### src/rtl/bios_arb_pkg.sv
// Shared constants and helpers for the BIOS read-port arbiter.
package bios_arb_pkg;

  localparam logic PORT_IF = 1'b0;
  localparam logic PORT_LD = 1'b1;

  localparam int DEF_ADDR_W = 12;
  localparam int DEF_DATA_W = 32;

  // Right-align the addressed byte lane of a 32-bit word, zero-filling the top.
  function automatic logic [31:0] lane_shift(input logic [31:0] data, input logic [1:0] off);
    return data >> {off, 3'b000};
  endfunction

endpackage

### src/rtl/rr_arb2.sv
// Two-way round-robin grant; rr_last_q remembers the port granted most recently.
module rr_arb2
  import bios_arb_pkg::*;
(
  input  logic       clk,
  input  logic       rst_n,
  input  logic       en,
  input  logic [1:0] req,
  output logic [1:0] gnt
);

  logic rr_last_q;
  logic rr_last_d;

  always_ff @(posedge clk or negedge rst_n) begin
    if (!rst_n) begin
      rr_last_q <= PORT_LD;
    end else begin
      rr_last_q <= rr_last_d;
    end
  end

  // On contention the port that did not win last time is granted.
  always_comb begin
    gnt = 2'b00;
    if (en) begin
      unique case (req)
        2'b01:   gnt = 2'b01;
        2'b10:   gnt = 2'b10;
        2'b11:   gnt = (rr_last_q == PORT_LD) ? 2'b01 : 2'b10;
        default: gnt = 2'b00;
      endcase
    end
  end

  always_comb begin
    rr_last_d = rr_last_q;
    if (|gnt) begin
      rr_last_d = gnt[PORT_LD] ? PORT_LD : PORT_IF;
    end
  end

endmodule

### src/rtl/bios_arbiter.sv
// Shares one synchronous BIOS read port between instruction fetch (port 0)
// and data loads (port 1), steering each 1-cycle-latency response back.
module bios_arbiter
  import bios_arb_pkg::*;
#(
  parameter int ADDR_W = DEF_ADDR_W,
  parameter int DATA_W = DEF_DATA_W
) (
  input  logic              clk,
  input  logic              rst_n,
  input  logic              en,
  input  logic              if_valid,
  input  logic [ADDR_W-1:0] if_addr,
  output logic              if_ready,
  output logic              if_rvalid,
  output logic [DATA_W-1:0] if_rdata,
  input  logic              ld_valid,
  input  logic [ADDR_W-1:0] ld_addr,
  output logic              ld_ready,
  output logic              ld_rvalid,
  output logic [DATA_W-1:0] ld_rdata,
  output logic              mem_en,
  output logic [ADDR_W-3:0] mem_addr,
  input  logic [DATA_W-1:0] mem_rdata
);

  // Handshake: a request transfers in a cycle where valid and ready are both
  // high; requesters hold valid/addr until ready. Responses have no
  // back-pressure and must be taken in the cycle rvalid is high.

  logic [1:0] req;
  logic [1:0] gnt;
  logic       arb_en;

  logic       pend_vld_q, pend_vld_d;
  logic       pend_port_q, pend_port_d;
  logic [1:0] pend_off_q, pend_off_d;

  logic [1:0] unused_if_lsb;
  assign unused_if_lsb = if_addr[1:0];

  assign req    = {ld_valid, if_valid};
  assign arb_en = en & rst_n;

  rr_arb2 u_rr_arb2 (
    .clk   (clk),
    .rst_n (rst_n),
    .en    (arb_en),
    .req   (req),
    .gnt   (gnt)
  );

  assign if_ready = gnt[PORT_IF];
  assign ld_ready = gnt[PORT_LD];
  assign mem_en   = |gnt;

  always_comb begin
    mem_addr = '0;
    if (gnt[PORT_IF]) begin
      mem_addr = if_addr[ADDR_W-1:2];
    end else if (gnt[PORT_LD]) begin
      mem_addr = ld_addr[ADDR_W-1:2];
    end
  end

  always_ff @(posedge clk or negedge rst_n) begin
    if (!rst_n) begin
      pend_vld_q  <= 1'b0;
      pend_port_q <= PORT_IF;
      pend_off_q  <= 2'b00;
    end else begin
      pend_vld_q  <= pend_vld_d;
      pend_port_q <= pend_port_d;
      pend_off_q  <= pend_off_d;
    end
  end

  // Fetches are word-aligned, so only loads carry a byte offset forward.
  always_comb begin
    pend_vld_d  = |gnt;
    pend_port_d = pend_port_q;
    pend_off_d  = pend_off_q;
    if (|gnt) begin
      pend_port_d = gnt[PORT_LD] ? PORT_LD : PORT_IF;
      pend_off_d  = gnt[PORT_LD] ? ld_addr[1:0] : 2'b00;
    end
  end

  assign if_rvalid = pend_vld_q & (pend_port_q == PORT_IF);
  assign ld_rvalid = pend_vld_q & (pend_port_q == PORT_LD);

  assign if_rdata = if_rvalid ? mem_rdata : '0;
  assign ld_rdata = ld_rvalid ? lane_shift(mem_rdata, pend_off_q) : '0;

endmodule

### config.mk
export PLATFORM = sky130hd
export DESIGN_NAME = bios_arbiter
export DESIGN_NICKNAME = d
export VERILOG_FILES = /design/src/rtl/bios_arb_pkg.sv /design/src/rtl/rr_arb2.sv /design/src/rtl/bios_arbiter.sv
export SDC_FILE = /design/constraint.sdc
export NUM_CORES = 1
export LEC_CHECK = 0
export ABC_AREA = 1
export CORE_MARGIN = 8
export CORE_UTILIZATION = 25
export DETAILED_ROUTE_END_ITERATION = 8
export PLACE_DENSITY = 0.72
export SETUP_SLACK_MARGIN = 0.2
export SYNTH_ARGS = -nofsm -noshare
export SYNTH_HDL_FRONTEND = slang
export SYNTH_HIERARCHICAL = 1
export SYNTH_SLANG_ARGS = --single-unit
export TNS_END_PERCENT = 100
### constraint.sdc
create_clock -name clk -period 2.2 [get_ports clk]
set_clock_uncertainty 0.05 [all_clocks]
set_input_delay 0.22 -clock clk [delete_from_list [all_inputs] [get_ports clk]]
set_output_delay 0.22 -clock clk [all_outputs]
set_load 0.05 [all_outputs]
# Word-level counts from Yosys, hierarchy flattened
# Index checks and enable logic that the tools add are counted.
[totals]
inputBits = 61
wordCells = 22
romBits = 0
latch_bits = 0
mem_count = 0
reg_bits = 5
ram_bits = 0
[classes]
bitwise_logic = 4
addsub = 0
multipliers = 0
div = 0
shifts = 1
muxes = 9
n_reduce_logical = 1
eq_ne = 3
order_cmp = 0
[op_table]
columns = ["operator", "count"]
rows = [
  ["$mux W32", 2],
  ["$shr A32 B5 Y32", 1],
  ["$mux W10", 2],
  ["$mux W2", 3],
  ["$pmux W2 S3", 1],
  ["$eq A2 B2 Y1 const B", 2],
  ["$and A1 B1 Y1", 3],
  ["$eq A2 B1 Y1 const B", 1],
  ["$reduce_or A2 Y1", 1],
  ["$mux W1", 1],
  ["$not A1 Y1", 1],
]

# Depth between registers and ports, before layout
[depth]
word_depth = 5
depth_mapped = 9

# Cells and area by module
# The synthesis kept the hierarchy.
[modules_own_cells]
columns = ["module", "area_per_inst_um2", "n_inst", "cells_per_inst"]
rows = [
  ["bios_arbiter", 1267.5, 1, 285],
  ["rr_arb2", 65.1, 1, 11],
]

# Worst setup path before layout
# Ideal clock, no wire load.
[synth_timing]
kind = "reg-to-output"
from = "register u_rr_arb2.rr_last_q"
to = "output port mem_addr[8]"
arrival_time_ns = 2.161
path_slack_ns = -0.231
path_stages_with_launch = 6
path_cell_list = "dfstp_2 inv_1 a21oi_1 clkbuf_1 nand2_1 nand2_1"
[synth_lines]
columns = ["element", "line", "rtl"]
rows = [
  ["from (decl)", "rr_arb2.sv:12", "logic rr_last_q;"],
  ["from (signal assigned)", "rr_arb2.sv:19", "rr_last_q <= rr_last_d;"],
  ["$mux W2", "rr_arb2.sv:30", "2'b11: gnt = (rr_last_q == PORT_LD) ? 2'b01 : 2'b10;"],
  ["$pmux W2 S3", "rr_arb2.sv:27", "unique case (req)"],
  ["$mux W2", "rr_arb2.sv:26", "if (en) begin"],
  ["via if_ready", "bios_arbiter.sv:14", "output logic if_ready,"],
  ["$mux W10", "bios_arbiter.sv:59", "if (gnt[PORT_IF]) begin"],
  ["to (decl)", "bios_arbiter.sv:23", "output logic [ADDR_W-3:0] mem_addr,"],
]
# The timed path passes the listed nets, and every way through them passes these cells.

# Worst setup path in the final report
[layout_timing]
from = "input port rst_n"
to = "output port mem_addr[0]"
[layout_between]
elab_chain_cells = 4
[layout_rtl]
columns = ["element", "line", "rtl"]
rows = [
  ["from (decl)", "bios_arbiter.sv:10", "input logic rst_n,"],
  ["$and A1 B1 Y1 (*)", "bios_arbiter.sv:43", "assign arb_en = en & rst_n;"],
  ["via arb_en", "bios_arbiter.sv:33", "logic arb_en;"],
  ["$mux W2 (*)", "rr_arb2.sv:26", ""],
  ["$mux W10", "bios_arbiter.sv:61", "end else if (gnt[PORT_LD]) begin"],
  ["$mux W10 (*)", "bios_arbiter.sv:59", ""],
]
# The timed path passes the listed nets; every way through them passes the cells marked *.

==> PnR_summary.wiki <==
{| class="wikitable"
! Metric !! Value
|-
| Top library cells by usage in the layout, fill and taps aside || 158 x nand2_1, 59 x clkdlybuf4s50_1, 48 x nor2_1
|-
| Worst supply voltage drop on vdd || 0.3119 mV
|-
| GRT Overall Usage || 0.1640
|-
| Max Transition Viols Final || 0
|-
| Total length of routed wires || 6.796 mm
|-
| Placed insts || 494
|-
| Clock tree from TritonCTS || done
|-
| Initial antenna violation count || 0
|-
| Largest net degree at the start of global routing || 26
|-
| Time the final worst path needs with I/O delays and setup || 2.012 ns
|-
| Startpoint class of the critical path || input port
|-
| Mean instance size in the synthesized netlist || 4.502 um^2
|-
| CP Data Required Time || 1.93 ns
|-
| Post-route non-filler standard cell count || 501
|-
| Average wire per standard cell || 13.56 um
|-
| Result of the run || completed
|-
| Critical Path AT || 1.74 ns
|-
| Worst-skew pair later-pin latency || 0.23 ns
|-
| Area of the multi-input gates || 982.2 um^2
|-
| Count of final setup violators || 0
|-
| Leading cell type in the layout, fill and taps excluded || nand2_1
|-
| DRC viols || 0
|-
| Internal power contribution || 602.9 uW
|-
| Biggest fanout along the worst timing path || 7
|-
| Combinational fraction of design power || 0.756
|-
| Part of the total power dissipated in the clock network || 0.141
|-
| Sw Ratio || 0.5178
|-
| Congestion Overflow GR || 0
|-
| First-pass detailed-route iteration total || 4
|-
| Footprint of the flip-flops and latches || 126.4 um^2
|-
| Design Power || 1.250 mW
|-
| Clock root buffer master || clkbuf_8
|-
| Transition time at the pin with the least slew margin || 0.5098 ns
|-
| Power per cell area || 387.8 nW/um^2
|-
| Final critical-path share of the clock period || 0.9145
|-
| Sequential area share after synthesis || 0.09484
|-
| Rel. slew slack || 0.6591
|-
| Setup TNS || 0 ns
|-
| Number of clock sinks || 5
|-
| Floorplan die area || 7922 um^2
|-
| Synthesized cell area || 1333 um^2
|-
| Gate Count Post-Synth || 296
|-
| Post-CTS Hold Fix Bufs || 0
|-
| Max-cap violations || 0
|-
| Average via count per standard cell || 4.409
|-
| Flop pwr share || 0.103
|-
| Area added between synthesis and finish || 142.0%
|-
| Detailed placer's ending HPWL || 5.489 mm
|-
| Port Buf Inserts || 137
|-
| CP endpoint kind || primary output
|-
| Final Core Density || 0.6273
|-
| Unique masters post-synth || 19
|-
| Count of nets after finishing || 493
|-
| Fill cell count || 492
|-
| Number of rows created at floorplan || 26
|-
| Pleak || 1.759 nW
|-
| Number of buffers on the longest clock path || 2
|-
| CTS HTree Levels || 1
|-
| Switching Power || 647.5 uW
|-
| Hold Slack || 0.2402 ns
|-
| Number of endpoints with negative hold slack in the final report || 0
|-
| Ys Warns || 6
|-
| Die boundary width || 89.01 um
|-
| Remaining antenna violation count || 0
|-
| Global placer's final weighted congestion || 0.7861
|-
| Num CTS Buffers || 3
|-
| Class of the worst hold path || in -> async
|-
| Number of global-route vias before repair || 2194
|-
| Iteration-0 DRC Markers || 118
|-
| Routed vias || 2209
|-
| Num ports || 140
|-
| Type of the worst setup path || in -> out
|-
| Unrepaired setup endpoints after global routing || yes
|-
| Core Box Area || 5140 um^2
|-
| Diode count || 0
|-
| Fraction of layout instances using a drive strength above 1 || 0.2459
|-
| Wire length of the first global-routing pass || 10.34 mm
|-
| Clk pin slew, worst setup/hold paths || 0.04 ns
|-
| Number of synthesized register bits || 5
|-
| Die height || 89.01 um
|-
| Effective utilization at floorplan || 0.2593
|-
| Achievable clock frequency || 497.0 MHz
|-
| Syn_nets || 357
|}
## repair_timing
action,in CTS,in global routing
endpoints found under the setup margin,0,12
gates resized for setup,0,12
buffers inserted,0,1
## Yosys cell counts
library cell    n  area share
buf_4           1      0.0056
dfstp_2         1       0.020
buf_6           1      0.0085
o21ai_0         3       0.011
inv_4           1      0.0047
nor2_8          2       0.030
nand2_4         1      0.0085
buf_8           1       0.011
dfrtp_1         4       0.075
nor2_1         48        0.14
a21oi_1         1      0.0038
inv_1          41        0.12
inv_2           1      0.0028
nand2_1       159        0.45
and2_1          8       0.038
buf_1           1      0.0028
buf_2           9       0.034
nand3_1        10       0.038
clkbuf_1        3      0.0085
## cell families (layout without fill, tap and decap cells)
group           after synthesis  count (layout)  synth area share
buf+inv                      59             194            0.1934
simple gates                228             228            0.6967
compound gates                4               4           0.01502
flops                         5               5           0.09484
## final cells by class
cell class	count	area share
inverters	43	0.05316
clock buffers	4	0.01397
multi-input cells	232	0.3046
repair buffers	145	0.5588
well taps	70	0.02716
repair inverters	2	0.003104
flip-flops and latches	5	0.03919
## critical path, stage by stage
cell	delay [ns]
clkdlybuf4s50_1	0.42
nand2_1	0.08
inv_2	0.04
nand2_1	0.06
inv_1	0.04
nand2_1	0.16
clkinvlp_2	0.30
nand3_1	0.17
nand2_1	0.06
buf_4	0.19
## per-layer routing
metal / global-route usage / wire length [um]
met5: 0 / 0
met4: 0.04985 / 97
met3: 0.05331 / 738
met2: 0.2985 / 3355
met1: 0.1746 / 2605
## state kept, by name (all words and copies together) (netlist names)
register,cells
pend_off_q,2
pend_port_q,1
u_rr_arb2/rr_last_q,1
pend_vld_q,1
## through the flow
step                      cell area, um^2  setup WS (ns)
after floorplan                      1344         0.2641
after global placement               3117         0.2481
after detailed placement             3117         0.2151
after CTS                            3162         0.2035
after global routing                 3224        0.09043
final                                3224         0.1880
## power groups by stage
stage / clock [mW] / combinational [mW] / sequential, mW
after global placement: 0 / 0.926 / 0.130
after global routing: 0.179 / 1.01 / 0.132
after detailed placement: 0 / 0.939 / 0.131
after floorplan: 0 / 0.543 / 0.126
final: 0.176 / 0.945 / 0.129
after CTS: 0.181 / 0.942 / 0.129
## path summary, 6_finish.rpt
| kind | from | end | slack [ns] | cells after the start |
|---|---|---|---|---|
| worst max-delay path | rst_n | mem_addr[0] | 0.19 | 10 |
| worst min-delay path | rst_n | pend_vld_q$_DFF_PN0_ | 0.24 | 2 |
| worst max register to register | u_rr_arb2/rr_last_q$_DFFE_PN1P_ | pend_off_q[0]$_DFFE_PN0P_ | 0.58 | 6 |
| worst min register to register | u_rr_arb2/rr_last_q$_DFFE_PN1P_ | u_rr_arb2/rr_last_q$_DFFE_PN1P_ | 0.45 | 2 |
| max in group asynchronous | rst_n | u_rr_arb2/rr_last_q$_DFFE_PN1P_ | 1.66 | 2 |
| min in group clk | u_rr_arb2/rr_last_q$_DFFE_PN1P_ | u_rr_arb2/rr_last_q$_DFFE_PN1P_ | 0.45 | 2 |
No activity file was read; power rests on OpenSTA's default activity.
